--- src/rtl/mk14_vdu_pkg.sv ---
// mk14_vdu_pkg: display-memory constants and grant encoding shared by mk14_soc,
// vdu_vga_600p and the display RAM arbiter.
package mk14_vdu_pkg;
    typedef enum logic [1:0] {GNT_NONE, GNT_CPU, GNT_VDU} grant_t;
    localparam int VDU_BASE_ADDR = 'h0200;
    localparam int VDU_DEPTH = 512;
    localparam logic [7:0] VDU_SPACE = 8'h20;
endpackage

--- src/rtl/vdu_req_latch.sv ---
// vdu_req_latch: one-deep pending VDU fetch register; a strobe that lands on a
// still-waiting request replaces it and raises a sticky overrun flag.
module vdu_req_latch (
    input  logic        clk,
    input  logic        rst,
    input  logic        i_strobe,
    input  logic [15:0] i_addr,
    input  logic        i_grant,
    output logic        o_pending,
    output logic [15:0] o_addr,
    output logic        o_overrun
);
    logic        r_pending;
    logic [15:0] r_addr;
    logic        r_overrun;
    always_ff @(posedge clk) begin
        if (rst) begin
            r_pending <= 1'b0;
            r_addr    <= '0;
            r_overrun <= 1'b0;
        end else begin
            if (i_strobe) begin
                r_addr    <= i_addr;
                r_overrun <= r_overrun | (r_pending & ~i_grant);
            end
            r_pending <= i_strobe | (r_pending & ~i_grant);
        end
    end
    assign o_pending = r_pending;
    assign o_addr    = r_addr;
    assign o_overrun = r_overrun;
endmodule

--- src/rtl/vdu_ram_arbiter.sv ---
// vdu_ram_arbiter: shares the single-port display RAM between the CPU bus and
// the VDU fetcher; VDU has priority, a starvation counter bounds CPU wait.
module vdu_ram_arbiter
    import mk14_vdu_pkg::*;
#(
    parameter int BASE_ADDR  = VDU_BASE_ADDR,
    parameter int DEPTH      = VDU_DEPTH,
    parameter int AW         = 9,
    parameter int STARVE_MAX = 4
) (
    input  logic          clk,
    input  logic          rst,
    input  logic          cpu_req,
    input  logic          cpu_we,
    input  logic [15:0]   cpu_addr,
    input  logic [7:0]    cpu_wdata,
    output logic [7:0]    cpu_rdata,
    output logic          cpu_ack,
    input  logic          vdu_read_en,
    input  logic [15:0]   vdu_addr,
    output logic [7:0]    vdu_data_out,
    output logic          vdu_valid,
    output logic          vdu_overrun,
    output logic          ram_en,
    output logic          ram_we,
    output logic [AW-1:0] ram_addr,
    output logic [7:0]    ram_wdata,
    input  logic [7:0]    ram_rdata
);
    localparam int SW = $clog2(STARVE_MAX + 1);

    logic          w_vpend;
    logic [15:0]   w_vaddr;
    logic          w_voverrun;
    logic          w_cpu_req;
    logic          w_vdu_req;
    logic          w_gnt_cpu;
    logic          w_gnt_vdu;
    logic [16:0]   w_coff;
    logic [16:0]   w_voff;
    logic          w_cpu_in;
    logic          w_vdu_in;
    grant_t        r_gnt;
    logic          r_oor;
    logic          r_we;
    logic [SW-1:0] r_starve;

    vdu_req_latch u_latch (
        .clk      (clk),
        .rst      (rst),
        .i_strobe (vdu_read_en),
        .i_addr   (vdu_addr),
        .i_grant  (w_gnt_vdu),
        .o_pending(w_vpend),
        .o_addr   (w_vaddr),
        .o_overrun(w_voverrun)
    );

    // A held cpu_req is masked while its ack is on the bus so it is not re-granted.
    assign w_cpu_req = cpu_req & (r_gnt != GNT_CPU) & ~rst;
    assign w_vdu_req = w_vpend & ~rst;
    assign w_gnt_cpu = w_cpu_req & (~w_vdu_req | (r_starve == SW'(STARVE_MAX)));
    assign w_gnt_vdu = w_vdu_req & ~w_gnt_cpu;

    // Widened subtraction: addresses below the base wrap to large values and fail the range test.
    assign w_coff   = {1'b0, cpu_addr} - 17'(BASE_ADDR);
    assign w_voff   = {1'b0, w_vaddr} - 17'(BASE_ADDR);
    assign w_cpu_in = w_coff < 17'(DEPTH);
    assign w_vdu_in = w_voff < 17'(DEPTH);

    assign ram_en    = w_gnt_cpu ? w_cpu_in : (w_gnt_vdu & w_vdu_in);
    assign ram_we    = w_gnt_cpu & w_cpu_in & cpu_we;
    assign ram_addr  = w_gnt_cpu ? w_coff[AW-1:0] : (w_gnt_vdu ? w_voff[AW-1:0] : '0);
    assign ram_wdata = ram_we ? cpu_wdata : 8'h00;

    always_ff @(posedge clk) begin
        if (rst) begin
            r_gnt    <= GNT_NONE;
            r_oor    <= 1'b0;
            r_we     <= 1'b0;
            r_starve <= '0;
        end else begin
            r_gnt    <= w_gnt_cpu ? GNT_CPU : (w_gnt_vdu ? GNT_VDU : GNT_NONE);
            r_oor    <= w_gnt_cpu ? ~w_cpu_in : ~w_vdu_in;
            r_we     <= w_gnt_cpu & cpu_we;
            r_starve <= w_gnt_cpu ? '0 :
                        (w_cpu_req && r_starve != SW'(STARVE_MAX)) ? r_starve + SW'(1) : r_starve;
        end
    end

    // Responses are gated by rst so an in-flight result never escapes a reset.
    assign cpu_ack      = ~rst & (r_gnt == GNT_CPU);
    assign cpu_rdata    = (cpu_ack & ~r_we) ? (r_oor ? 8'hFF : ram_rdata) : 8'h00;
    assign vdu_valid    = ~rst & (r_gnt == GNT_VDU);
    assign vdu_data_out = vdu_valid ? (r_oor ? VDU_SPACE : ram_rdata) : 8'h00;
    assign vdu_overrun  = ~rst & w_voverrun;
endmodule

--- config.mk ---
export PLATFORM = sky130hd
export DESIGN_NAME = vdu_ram_arbiter
export DESIGN_NICKNAME = d
export VERILOG_FILES = /design/src/rtl/mk14_vdu_pkg.sv /design/src/rtl/vdu_req_latch.sv /design/src/rtl/vdu_ram_arbiter.sv
export SDC_FILE = /design/constraint.sdc
export NUM_CORES = 1
export LEC_CHECK = 0
export BUFFER_PORTS_ARGS = -buffer_cell sky130_fd_sc_hd__buf_2
export CAP_MARGIN = 20
export CORE_MARGIN = 2
export CORE_UTILIZATION = 31
export CTS_CLUSTER_SIZE = 25
export DETAILED_ROUTE_END_ITERATION = 7
export SLEW_MARGIN = 0
export SYNTH_ARGS = -nofsm -noshare
export SYNTH_HDL_FRONTEND = slang
export SYNTH_SLANG_ARGS = --single-unit
--- constraint.sdc ---
create_clock -name clk -period 4.9 [get_ports clk]
set_input_delay 0.98 -clock clk [delete_from_list [all_inputs] [get_ports clk]]
set_output_delay 0.98 -clock clk [all_outputs]
set_load 0.05 [all_outputs]
==> summary.md, run 1 <==
| Metric | Value |
|---|---|
| Vias | `1387` |
| CTS tree | `done` |
| Rows | `23` |
| Hold_buf cts | `0` |
| P per Cell Area | `237 nW/µm²` |
| # IOs | `91` |
| Seq/Total Area, Yosys | `37.3%` |
| First-pass GRT wire length | `5350 µm` |
| Synthesized area | `1340 µm²` |
| Syn Inst Count | `164` |
| Die outline width | `69.8 µm` |
| Sw Pwr | `133 µW` |
| Worst hold slack | `485 ps` |
| Max capacitance violation total | `0` |
| Overflow after GRT | `0` |
| Pleak | `0.971 nW` |
| Worst slew pin tran | `724 ps` |
| Hold Vio Cnt, Final | `0` |
| Fin crit period | `3510 ps` |
| Outcome | `finished, final reports clean` |
| CP cell instances | `buf_2 > or4b_4 > nor4_4 > and3_1 > and2_1 > buf_2` |
| Antenna Nets Post-Route | `0` |
| Antenna diode count | `0` |
| Post-cts sizing count | `0` |
| Gr usage total | `13.1%` |
| DP Wirelength | `2520 µm` |
| P_int | `309 µW` |
| Number of DRC markers in iteration 0 | `23` |
| Core Region | `4090 µm²` |
| Post-synthesis average cell area | `8.18 µm²` |
| Clock buffer depth | `2` |
| Layout Skew | `7.63 ps` |
| Die area | `4870 µm²` |
| Vias per cell | `4.64` |
| Routability cong. | `0.771` |
| Final Instance Area | `1870 µm²` |
| Drt first pass iters | `4` |
| Mean routed wirelength per cell | `11.1 µm` |
| Clock Tree Root | `clkbuf_8` |
| Synth area leaders | `dfxtp_1 (37%), mux2i_1 (12%), and2_1 (7.5%)` |
| #FFs+latches synth | `25` |
| Yosys cell types | `31` |
| Clock Power Share | `29.0%` |
| Part of the cycle the worst path needs | `71.7%` |
| Relative slew margins | `51.3%` |
| Worst Hold Class | `register to register` |
| Reg power frac | `50.0%` |
| Top cell type's share of synthesized area | `37.3%` |
| Switching portion of total power | `30.1%` |
| Max FO, Critical Path | `9` |
| Largest net degree at the start of global routing | `32` |
| Layout cells sized above 1 | `39.8%` |
| Final setup vio count | `0` |
| Routed wire length | `3310 µm` |
| Total nets after synthesis | `219` |
| CTS Buf Count | `3` |
| Fin. max-slew vios | `0` |
| Sink Count | `25` |
| Fmax | `0.285 GHz` |
| Slowest CP cell | `or4b_4` |
| Yosys warnings | `0` |
| Met2 GRT Util | `22.5%` |
| Crit path DAT | `2530 ps` |
| Buffers added on ports | `90` |
| Crit path top cell by count | `buf_2` |
| RSZ-0062 raised after global routing | `no` |
| Final TNS setup | `0 ps` |
| H-Tree Level Count | `1` |
| Gr busiest metal | `met2` |
| Initial antenna violation count | `0` |
| Vias in the first global route | `1231` |
| Drt drc | `0` |
| Synthesis-to-finish area growth | `39.2%` |
| Core Util, Final | `45.7%` |
| Comb pwr share | `21.0%` |
| Crit start category | `input port` |
| Clk slew on worst S/H paths | `100 ps` |
| Total power | `442 µW` |
| Skew-Pair Late Insertion Delay | `270 ps` |
| Global routing usage on met3 | `3.34%` |
| Postcts setup bufs | `0` |
| CP endpoint kind | `output pin` |
| Area leader, netlist | `dfxtp_1` |
| Slowest Stage Delay on Critical Path | `540 ps` |
| Met1 Use GR | `16.4%` |
| Placed cell areas | `1820 µm²` |
| Crit path kind | `input port to output pin` |
| Final #Nets | `305` |
| Layout filler cell count | `435` |
| VDD IR max | `0.162 mV` |
| Initial Util | `32.8%` |
| CP required | `3920 ps` |
| Chip height | `69.8 µm` |
metrics by stage:
| stage | setup WS (ps) | instances |
|---|---|---|
| after floorplan | 1210 | 164 |
| final | 1390 | 299 |
| after detailed placement | 1360 | 295 |
| after global placement | 1380 | 295 |
| after CTS | 1360 | 299 |
| after global routing | 1230 | 299 |
registers in the layout, summed over array words and instances, names as in the netlist:
register and flops:
u_latch.o_overrun 1, r_starve 3, u_latch.o_addr 16, r_we 1, r_oor 1, u_latch.o_pending 1, r_gnt 2
critical path: cells and delay by family:
family | cells | cell delay, ps
AND/OR/NAND/NOR | 4 | 1210
buffers and inverters | 2 | 350
cell usage in the layout (no fill, tap or decap), types with 5 or more instances in the layout:
cell type | synthesis | layout
and2_1 | 16 | 16
buf_2 | 3 | 90
dfxtp_1 | 25 | 25
inv_1 | 5 | 5
mux2i_1 | 16 | 16
nand2_1 | 24 | 24
nor2_1 | 22 | 22
o21a_1 | 7 | 7
o21ai_0 | 11 | 11
power groups by stage:
stage	sequential (mW)	clock (mW)	combinational [mW]
floorplan	0.223	0	0.0620
CTS	0.221	0.136	0.0943
global placement	0.226	0	0.0932
finish	0.221	0.128	0.0928
detailed placement	0.226	0	0.0939
global route	0.222	0.142	0.102
area by class of cell:
cell class / count / area (µm²) / area share (%)
multi-input combinational: 124 / 777 / 41.6
timing repair buffer: 91 / 458 / 24.5
tap: 50 / 62.6 / 3.35
inverter: 5 / 18.8 / 1.01
clock buffer: 3 / 41.3 / 2.21
sequential: 25 / 500 / 26.8
clock inverter: 1 / 8.76 / 0.469
final timing paths:
check | start | end | slack, ps | depth (start not counted)
setup / recovery | cpu_addr[13] | ram_wdata[4] | 1390 | 6
hold / removal | r_starve[1] | r_starve[1] | 490 | 2
setup reg to reg | r_starve[0] | r_oor | 3110 | 7
hold reg to reg | r_starve[1] | r_starve[1] | 490 | 2
cell usage after synthesis, drive strengths merged:
| master | n |
|---|---|
| a2111oi | 1 |
| a211oi | 1 |
| a21oi | 3 |
| and2 | 16 |
| and3 | 1 |
| buf | 6 |
| clkbuf | 4 |
| dfxtp | 25 |
| ha | 2 |
| inv | 5 |
| mux2i | 16 |
| nand2 | 24 |
| nand2b | 2 |
| nand4 | 2 |
| nand4b | 1 |
| nor2 | 22 |
| nor2b | 3 |
| nor3 | 3 |
| nor3b | 1 |
| nor4 | 2 |
| nor4b | 1 |
| o21a | 7 |
| o21ai | 11 |
| o21bai | 1 |
| o31ai | 1 |
| or3 | 1 |
| or3b | 1 |
| or4b | 1 |
metal layers:
metal / vias to the layer above / share of wire (%)
met5: - / 0
met4: 0 / 0.63
met3: 2 / 8.3
met2: 62 / 45
met1: 602 / 46
li1: 721 / -
cells by family (layout without fill, tap and decap cells):
group                    after synthesis  count (layout)  synth area share, %
AND/OR/NAND/NOR                       81              81                 31.3
AO/OA/AOI/OAI                         25              25                 12.9
flip-flops                            25              25                 37.3
multiplexers                          16              16                 11.9
buffers and inverters                 15             100                 4.76
adder cells (fa/ha/maj)                2               2                 1.87
Power figures use the tool's default switching activity.
==> inputs of run 2 (changes only) <==
- ABC_AREA: default -> 1
- clock period: 4.9 -> 2.9 ns (I/O delays scaled with it)
==> summary.md, run 2 <==
| Metric | Value |
|---|---|
| Outcome | `finished, final reports clean (unchanged)` |
| Fmax | `0.395 GHz` |
| Cell with the most instances after synthesis | `nor2_1 (was dfxtp_1)` |
| Reg power frac | `49.9% (was 50.0%)` |
| Gr usage total | `13.0% (was 13.1%)` |
| Pleak | `1.13 nW (was 0.971 nW)` |
| Die outline width | `71.0 µm (was 69.8 µm)` |
| Initial antenna violation count | `0 (unchanged)` |
| # IOs | `91 (unchanged)` |
| Clock Tree Root | `clkbuf_8 (unchanged)` |
| Number of DRC markers in iteration 0 | `56 (was 23)` |
| Critical Path End | `ram_wdata[6] (was ram_wdata[4])` |
| DP Wirelength | `2660 µm (was 2520 µm)` |
| Mean routed wirelength per cell | `9.35 µm (was 11.1 µm)` |
| Post-synth EDFFs | `0 (unchanged)` |
| Most frequent cells in the layout | `buf_2 (90), nor2_1 (60), nand2_1 (41), inv_1 (31), dfxtp_1 (25) (was buf_2 (90), dfxtp_1 (25), nand2_1 (24), nor2_1 (22))` |
| Layout cells sized above 1 | `33.7% (was 39.8%)` |
| Layout Skew | `1.81 ps (was 7.63 ps)` |
| Drt drc | `0 (unchanged)` |
| CTS tree | `done (unchanged)` |
| Drt first pass iters | `4 (unchanged)` |
| Max FO, Critical Path | `14 (was 9)` |
| Vias per cell | `4.25 (was 4.64)` |
| Clk slew on worst S/H paths | `80 ps (was 100 ps)` |
| Postcts setup bufs | `0 (unchanged)` |
| Relative slew margins | `68.9% (was 51.3%)` |
| VDD IR max | `0.192 mV (was 0.162 mV)` |
| Switching portion of total power | `30.5% (was 30.1%)` |
| Final setup vio count | `0 (unchanged)` |
| Crit start category | `register (was input port)` |
| Hold Vio Cnt, Final | `0 (unchanged)` |
| Chip height | `71.0 µm (was 69.8 µm)` |
| Max reg flops | `16 (unchanged)` |
| Worst setup path start | `r_starve[0] (was cpu_addr[13])` |
| Clock Power Share | `26.5% (was 29.0%)` |
| Yosys warnings | `0 (unchanged)` |
| RSZ-0062 raised after global routing | `no (unchanged)` |
| #FFs+latches synth | `25 (unchanged)` |
| CTS Buf Count | `3 (unchanged)` |
| Part of the cycle the worst path needs | `87.4%` |
| Core Util, Final | `44.1% (was 45.7%)` |
| Comb pwr share | `23.6% (was 21.0%)` |
| Buffers added on ports | `90 (unchanged)` |
| Largest net degree at the start of global routing | `23 (was 32)` |
| Antenna Nets Post-Route | `0 (unchanged)` |
| Total nets after synthesis | `280 (was 219)` |
| Placed insts | `360 (was 295)` |
| Skew-Pair Late Insertion Delay | `260 ps (was 270 ps)` |
| Area leader, netlist | `dfxtp_1 (unchanged)` |
| Routed wire length | `3400 µm (was 3310 µm)` |
| Synthesis-to-finish area growth | `37.1% (was 39.2%)` |
| H-Tree Level Count | `1 (unchanged)` |
| Commonest non-fill, non-tap cell in the layout | `buf_2 (unchanged)` |
| Vias in the first global route | `1341 (was 1231)` |
| Synthesized area | `1390 µm² (was 1340 µm²)` |
| Routability cong. | `0.793 (was 0.771)` |
| Initial Util | `32.2% (was 32.8%)` |
| R2R cell count | `7 (unchanged)` |
| Crit path DAT | `1950 ps (was 2530 ps)` |
| Clock buffer depth | `2 (unchanged)` |
| Top FF cell, synth | `dfxtp_1 (unchanged)` |
| Worst slew pin tran | `464 ps (was 724 ps)` |
| Post-synthesis average cell area | `6.18 µm² (was 8.18 µm²)` |
| Synth area leaders | `dfxtp_1 (36%), nor2_1 (16%), nand2_1 (11%) (was dfxtp_1 (37%), mux2i_1 (12%), and2_1 (7.5%))` |
| Syn Inst Count | `225 (was 164)` |
| First-pass GRT wire length | `5510 µm (was 5350 µm)` |
| Final Non-Filler Cells | `364 (was 299)` |
| R2R setup slack | `1460 ps (was 3110 ps)` |
| Layout filler cell count | `445 (was 435)` |
| CP required | `2320 ps (was 3920 ps)` |
| Seq/Total Area, Yosys | `36.0% (was 37.3%)` |
| Worst r2r dst | `r_starve[0] (was r_oor)` |
| Rows | `24 (was 23)` |
| Yosys cell types | `20 (was 31)` |
| Sw Pwr | `228 µW (was 133 µW)` |
| Fin crit period | `2530 ps` |
| Core Region | `4320 µm² (was 4090 µm²)` |
| Sink Count | `25 (unchanged)` |
| Worst R2R Start | `r_starve[0] (unchanged)` |
| Antenna diode count | `0 (unchanged)` |
| P_int | `520 µW (was 309 µW)` |
| Top cell type's share of synthesized area | `36.0% (was 37.3%)` |
| Crit path kind | `register to output pin (was input port to output pin)` |
| Ys async rst share | `0% (unchanged)` |
| Max capacitance violation total | `0 (unchanged)` |
| Post-cts sizing count | `0 (unchanged)` |
| Final #Nets | `368 (was 305)` |
| Worst Hold Class | `register to register (unchanged)` |
| Overflow after GRT | `0 (unchanged)` |
| Vias | `1547 (was 1387)` |
| Hold_buf cts | `0 (unchanged)` |
| Fin. max-slew vios | `0 (unchanged)` |
| CP endpoint kind | `output pin (unchanged)` |
| Die area | `5040 µm² (was 4870 µm²)` |
| Most instantiated cells after synthesis | `nor2_1 (60), nand2_1 (41), inv_1 (31) (was dfxtp_1 (25), nand2_1 (24), nor2_1 (22))` |
| P per Cell Area | `392 nW/µm² (was 237 nW/µm²)` |
-- run 2: cell types whose count changed after synthesis, moves of 5 or more --
cell	delta
nand2_1	+17
nor2_1	+38
o21ai_0	+5
a21oi_1	+9
mux2i_1	-16
o21a_1	-7
nor2_2	+5
and2_1	-16
nand3_1	+14
inv_1	+26
-- run 2: cell families (layout without fill, tap and decap cells) --
group	count (synthesis)	count (layout)	synth area share [%]
buffers and inverters	42	129	12.9
flip-flops	25	25	36.0
AND/OR/NAND/NOR	127	127	38.8
AO/OA/AOI/OAI	29	29	10.5
adder cells (fa/ha/maj)	2	2	1.80
-- run 2: critical path: stages, from the launching register on --
cell,delay (ps)
dfxtp_1,330
inv_1,80
ha_1,140
nand2_1,130
inv_1,90
nor2_1,60
nor2_4,280
nand3_4,190
nor2_1,130
buf_2,270
-- run 2: power by group through the flow --
| stage | registers [mW] | clock network [mW] | logic [mW] |
|---|---|---|---|
| after detailed placement | 0.381 | 0 | 0.178 |
| final | 0.374 | 0.198 | 0.177 |
| after global routing | 0.376 | 0.218 | 0.196 |
| after floorplan | 0.379 | 0 | 0.122 |
| after global placement | 0.381 | 0 | 0.177 |
| after CTS | 0.374 | 0.205 | 0.178 |
-- run 2: stage by stage --
step / TNS [ps] / hold WS (ps) / power (mW) / setup slack (ps) / instance area [µm²]
final: 0 / 465 / 0.748 / 366 / 1910
after floorplan: -854 / 421 / 0.501 / -107 / 1390
after global placement: 0 / 442 / 0.558 / 407 / 1860
after global routing: 0 / 479 / 0.789 / 121 / 1910
after CTS: 0 / 467 / 0.757 / 339 / 1910
after detailed placement: 0 / 447 / 0.559 / 355 / 1860
-- run 2: final cells by class --
type / count / area [µm²] / share of cell area (%)
timing repair buffer: 91 / 458 / 24.0
sequential: 25 / 500 / 26.2
multi-input combinational: 158 / 712 / 37.3
tap: 52 / 65.1 / 3.41
inverter: 34 / 128 / 6.69
clock buffer: 4 / 45.0 / 2.36
-- run 2: worst min path at each step --
stage,start,endpoint,cells past startpoint
global route,u_latch.o_overrun,u_latch.o_overrun,2
global placement,u_latch.o_overrun,u_latch.o_overrun,2
detailed placement,u_latch.o_overrun,u_latch.o_overrun,2
CTS,u_latch.o_overrun,u_latch.o_overrun,2
finish,u_latch.o_overrun,u_latch.o_overrun,2
floorplan,u_latch.o_overrun,u_latch.o_overrun,2
-- run 2: layer usage --
metal  up-vias  part of all wire (%)  global-route usage, %
li1        859                     -                      -
met1       620                    49                   16.8
met2        63                    42                   22.6
met3         5                   8.0                   2.56
met4         0                  0.73                   2.52
met5         -                     0                      0
==> inputs of run 3 (changes only) <==
- ABC_AREA: 1 -> 0
- PLACE_DENSITY: default -> 0.65
==> summary.md, run 3 (synthesis results as in run 1) <==
| Metric | Value |
|---|---|
| Postcts setup bufs | `0 (unchanged)` |
| Initial Util | `32.8% (was 32.2%)` |
| Part of the cycle the worst path needs | `93.5% (was 87.4%)` |
| Sw Pwr | `219 µW (was 228 µW)` |
| Antenna Nets Post-Route | `0 (unchanged)` |
| R2R cell count | `7 (unchanged)` |
| Clock Power Share | `27.9% (was 26.5%)` |
| DP Wirelength | `2520 µm (was 2660 µm)` |
| Clk slew on worst S/H paths | `90 ps (was 80 ps)` |
| Layout cells sized above 1 | `40.5% (was 33.7%)` |
| Relative slew margins | `67.7% (was 68.9%)` |
| Clock Tree Root | `clkbuf_8 (unchanged)` |
| Rows | `23 (was 24)` |
| Vias in the first global route | `1230 (was 1341)` |
| P per Cell Area | `391 nW/µm² (was 392 nW/µm²)` |
| Final setup vio count | `0 (unchanged)` |
| CTS Buf Count | `3 (unchanged)` |
| Hold Vio Cnt, Final | `0 (unchanged)` |
| Most frequent cells in the layout | `buf_2 (90), dfxtp_1 (25), nand2_1 (24), nor2_1 (22) (was buf_2 (90), nor2_1 (60), nand2_1 (41), inv_1 (31), dfxtp_1 (25))` |
| Worst Hold Depth | `2 (unchanged)` |
| Comb pwr share | `21.6% (was 23.6%)` |
| Final #Nets | `308 (was 368)` |
| Sink Count | `25 (unchanged)` |
| Worst slew pin tran | `485 ps (was 464 ps)` |
| Crit path kind | `register to output pin (unchanged)` |
| Drt first pass iters | `3 (was 4)` |
| Final Instance Area | `1890 µm² (was 1910 µm²)` |
| Crit path DAT | `2130 ps (was 1950 ps)` |
| Buffers added on ports | `90 (unchanged)` |
| Max reg flops | `16 (unchanged)` |
| Max FO, Critical Path | `9 (was 14)` |
| Worst r2r dst | `r_oor (was r_starve[0])` |
| Reg power frac | `50.5% (was 49.9%)` |
| Pleak | `0.986 nW (was 1.13 nW)` |
| Max capacitance violation total | `0 (unchanged)` |
| Worst setup path start | `r_starve[0] (unchanged)` |
| Post-cts sizing count | `0 (unchanged)` |
| H-Tree Level Count | `1 (unchanged)` |
| Routed wire length | `3210 µm (was 3400 µm)` |
| Largest net degree at the start of global routing | `30 (was 23)` |
| Die outline width | `69.8 µm (was 71.0 µm)` |
| Final TNS setup | `0 ps (unchanged)` |
| Initial antenna violation count | `0 (unchanged)` |
| Hold path startpoint | `r_starve[1] (was u_latch.o_overrun)` |
| Placed cell areas | `1840 µm² (was 1860 µm²)` |
| # IOs | `91 (unchanged)` |
| Drt drc | `0 (unchanged)` |
| Switching portion of total power | `29.6% (was 30.5%)` |
| Slowest Stage Delay on Critical Path | `420 ps (was 330 ps)` |
| Layout Skew | `4.78 ps (was 1.81 ps)` |
| Number of DRC markers in iteration 0 | `21 (was 56)` |
| Hold Crit Endpoint | `r_starve[1] (was u_latch.o_overrun)` |
| CP required | `2320 ps (about the same)` |
| Commonest non-fill, non-tap cell in the layout | `buf_2 (unchanged)` |
| Outcome | `finished, final reports clean (unchanged)` |
| Overflow after GRT | `0 (unchanged)` |
| CTS tree | `done (unchanged)` |
| Worst R2R Start | `r_starve[0] (unchanged)` |
| R2R setup slack | `1150 ps (was 1460 ps)` |
| Fmax | `0.369 GHz (was 0.395 GHz)` |
| VDD IR max | `0.184 mV (was 0.192 mV)` |
| CP cell instances | `inv_1 > ha_1 > nand2_1 > a2111oi_4 > and3_1 > and2_1 > buf_2 (was inv_1 > ha_1 > nand2_1 > inv_1 > nor2_1 > nor2_4 > nand3_4 > nor2_1 > buf_2)` |
| Chip height | `69.8 µm (was 71.0 µm)` |
| Mean routed wirelength per cell | `10.6 µm (was 9.35 µm)` |
| Core Region | `4090 µm² (was 4320 µm²)` |
| Die area | `4870 µm² (was 5040 µm²)` |
| Skew-Pair Late Insertion Delay | `270 ps (was 260 ps)` |
| Routability cong. | `0.793 (about the same)` |
| First-pass GRT wire length | `5300 µm (was 5510 µm)` |
| Vias | `1409 (was 1547)` |
| Hold_buf cts | `0 (unchanged)` |
| Synthesis-to-finish area growth | `40.9% (was 37.1%)` |
| Clock buffer depth | `2 (unchanged)` |
| Fin. max-slew vios | `0 (unchanged)` |
| Fin crit period | `2710 ps (was 2530 ps)` |
| RSZ-0062 raised after global routing | `no (unchanged)` |
| P_int | `520 µW (about the same)` |
| Vias per cell | `4.67 (was 4.25)` |
| Slowest CP cell | `a2111oi_4 (was dfxtp_1)` |
| Worst Hold Class | `register to register (unchanged)` |
| Gr usage total | `12.9% (was 13.0%)` |
| Crit start category | `register (unchanged)` |
| CP endpoint kind | `output pin (unchanged)` |
| Antenna diode count | `0 (unchanged)` |
==> run 3: changes by cell type in the layout (fill, tap and decap cells not counted), moves of 5 or more <==
cell     delta
o21a_1      +7
nand2_1    -17
a21oi_1     -9
nand3_1    -14
nor2_2      -5
and2_1     +16
nor2_1     -38
mux2i_1    +16
inv_1      -26
o21ai_0     -5
==> run 3: worst max path at each step <==
| stage | endpoint | slack [ps] | cells after the start |
|---|---|---|---|
| CTS | ram_en | 130 | 8 |
| finish | ram_wdata[1] | 190 | 7 |
| floorplan | cpu_rdata[5] | 10 | 2 |
| detailed placement | ram_wdata[1] | 160 | 6 |
| global placement | ram_wdata[5] | 220 | 6 |
| global route | ram_wdata[6] | 8 | 7 |
==> run 3: power by group through the flow <==
stage | Sequential (mW) | Clock [mW] | Combinational (mW)
after floorplan | 0.376 | 0 | 0.105
after global placement | 0.381 | 0 | 0.159
after detailed placement | 0.381 | 0 | 0.161
after CTS | 0.373 | 0.214 | 0.161
after global routing | 0.376 | 0.231 | 0.176
final | 0.373 | 0.206 | 0.160
==> run 3: worst max-delay path: cells and delay by family, from the launching register on <==
family	cells	cell delay (ps)
flops	1	330
fa+ha+maj	1	170
buf+inv	2	320
compound gates	1	420
simple gates	3	620
==> run 3: area by class of cell <==
| class | count | area [µm²] |
|---|---|---|
| flip-flops and latches | 25 | 500 |
| multi-input cells | 124 | 777 |
| clock inverters | 1 | 5.00 |
| repair buffers | 94 | 484 |
| inverters | 5 | 18.8 |
| well taps | 50 | 62.6 |
| fillers | 428 | 2200 |
| clock buffers | 3 | 41.3 |
==> run 3: stage by stage <==
step                hold slack, ps  power (mW)  instances  util [%]  setup slack (ps)
global placement               468       0.540        298      45.0               218
detailed placement             469       0.542        298      45.0               160
CTS                            481       0.748        302      46.1               134
floorplan                      449       0.481        164         -              13.6
global route                   505       0.782        302      46.2              8.17
finish                         479       0.739        302      46.2               188
==> run 3: metal layers <==
| layer | up-vias | global-route usage (%) | share of wire, % | routed length (µm) |
|---|---|---|---|---|
| met4 | 0 | 3.21 | 0.81 | 26 |
| met5 | - | 0 | 0 | 0 |
| met1 | 620 | 16.4 | 43 | 1370 |
| met2 | 58 | 21.6 | 48 | 1530 |
| li1 | 727 | - | - | - |
| met3 | 4 | 3.49 | 8.9 | 286 |
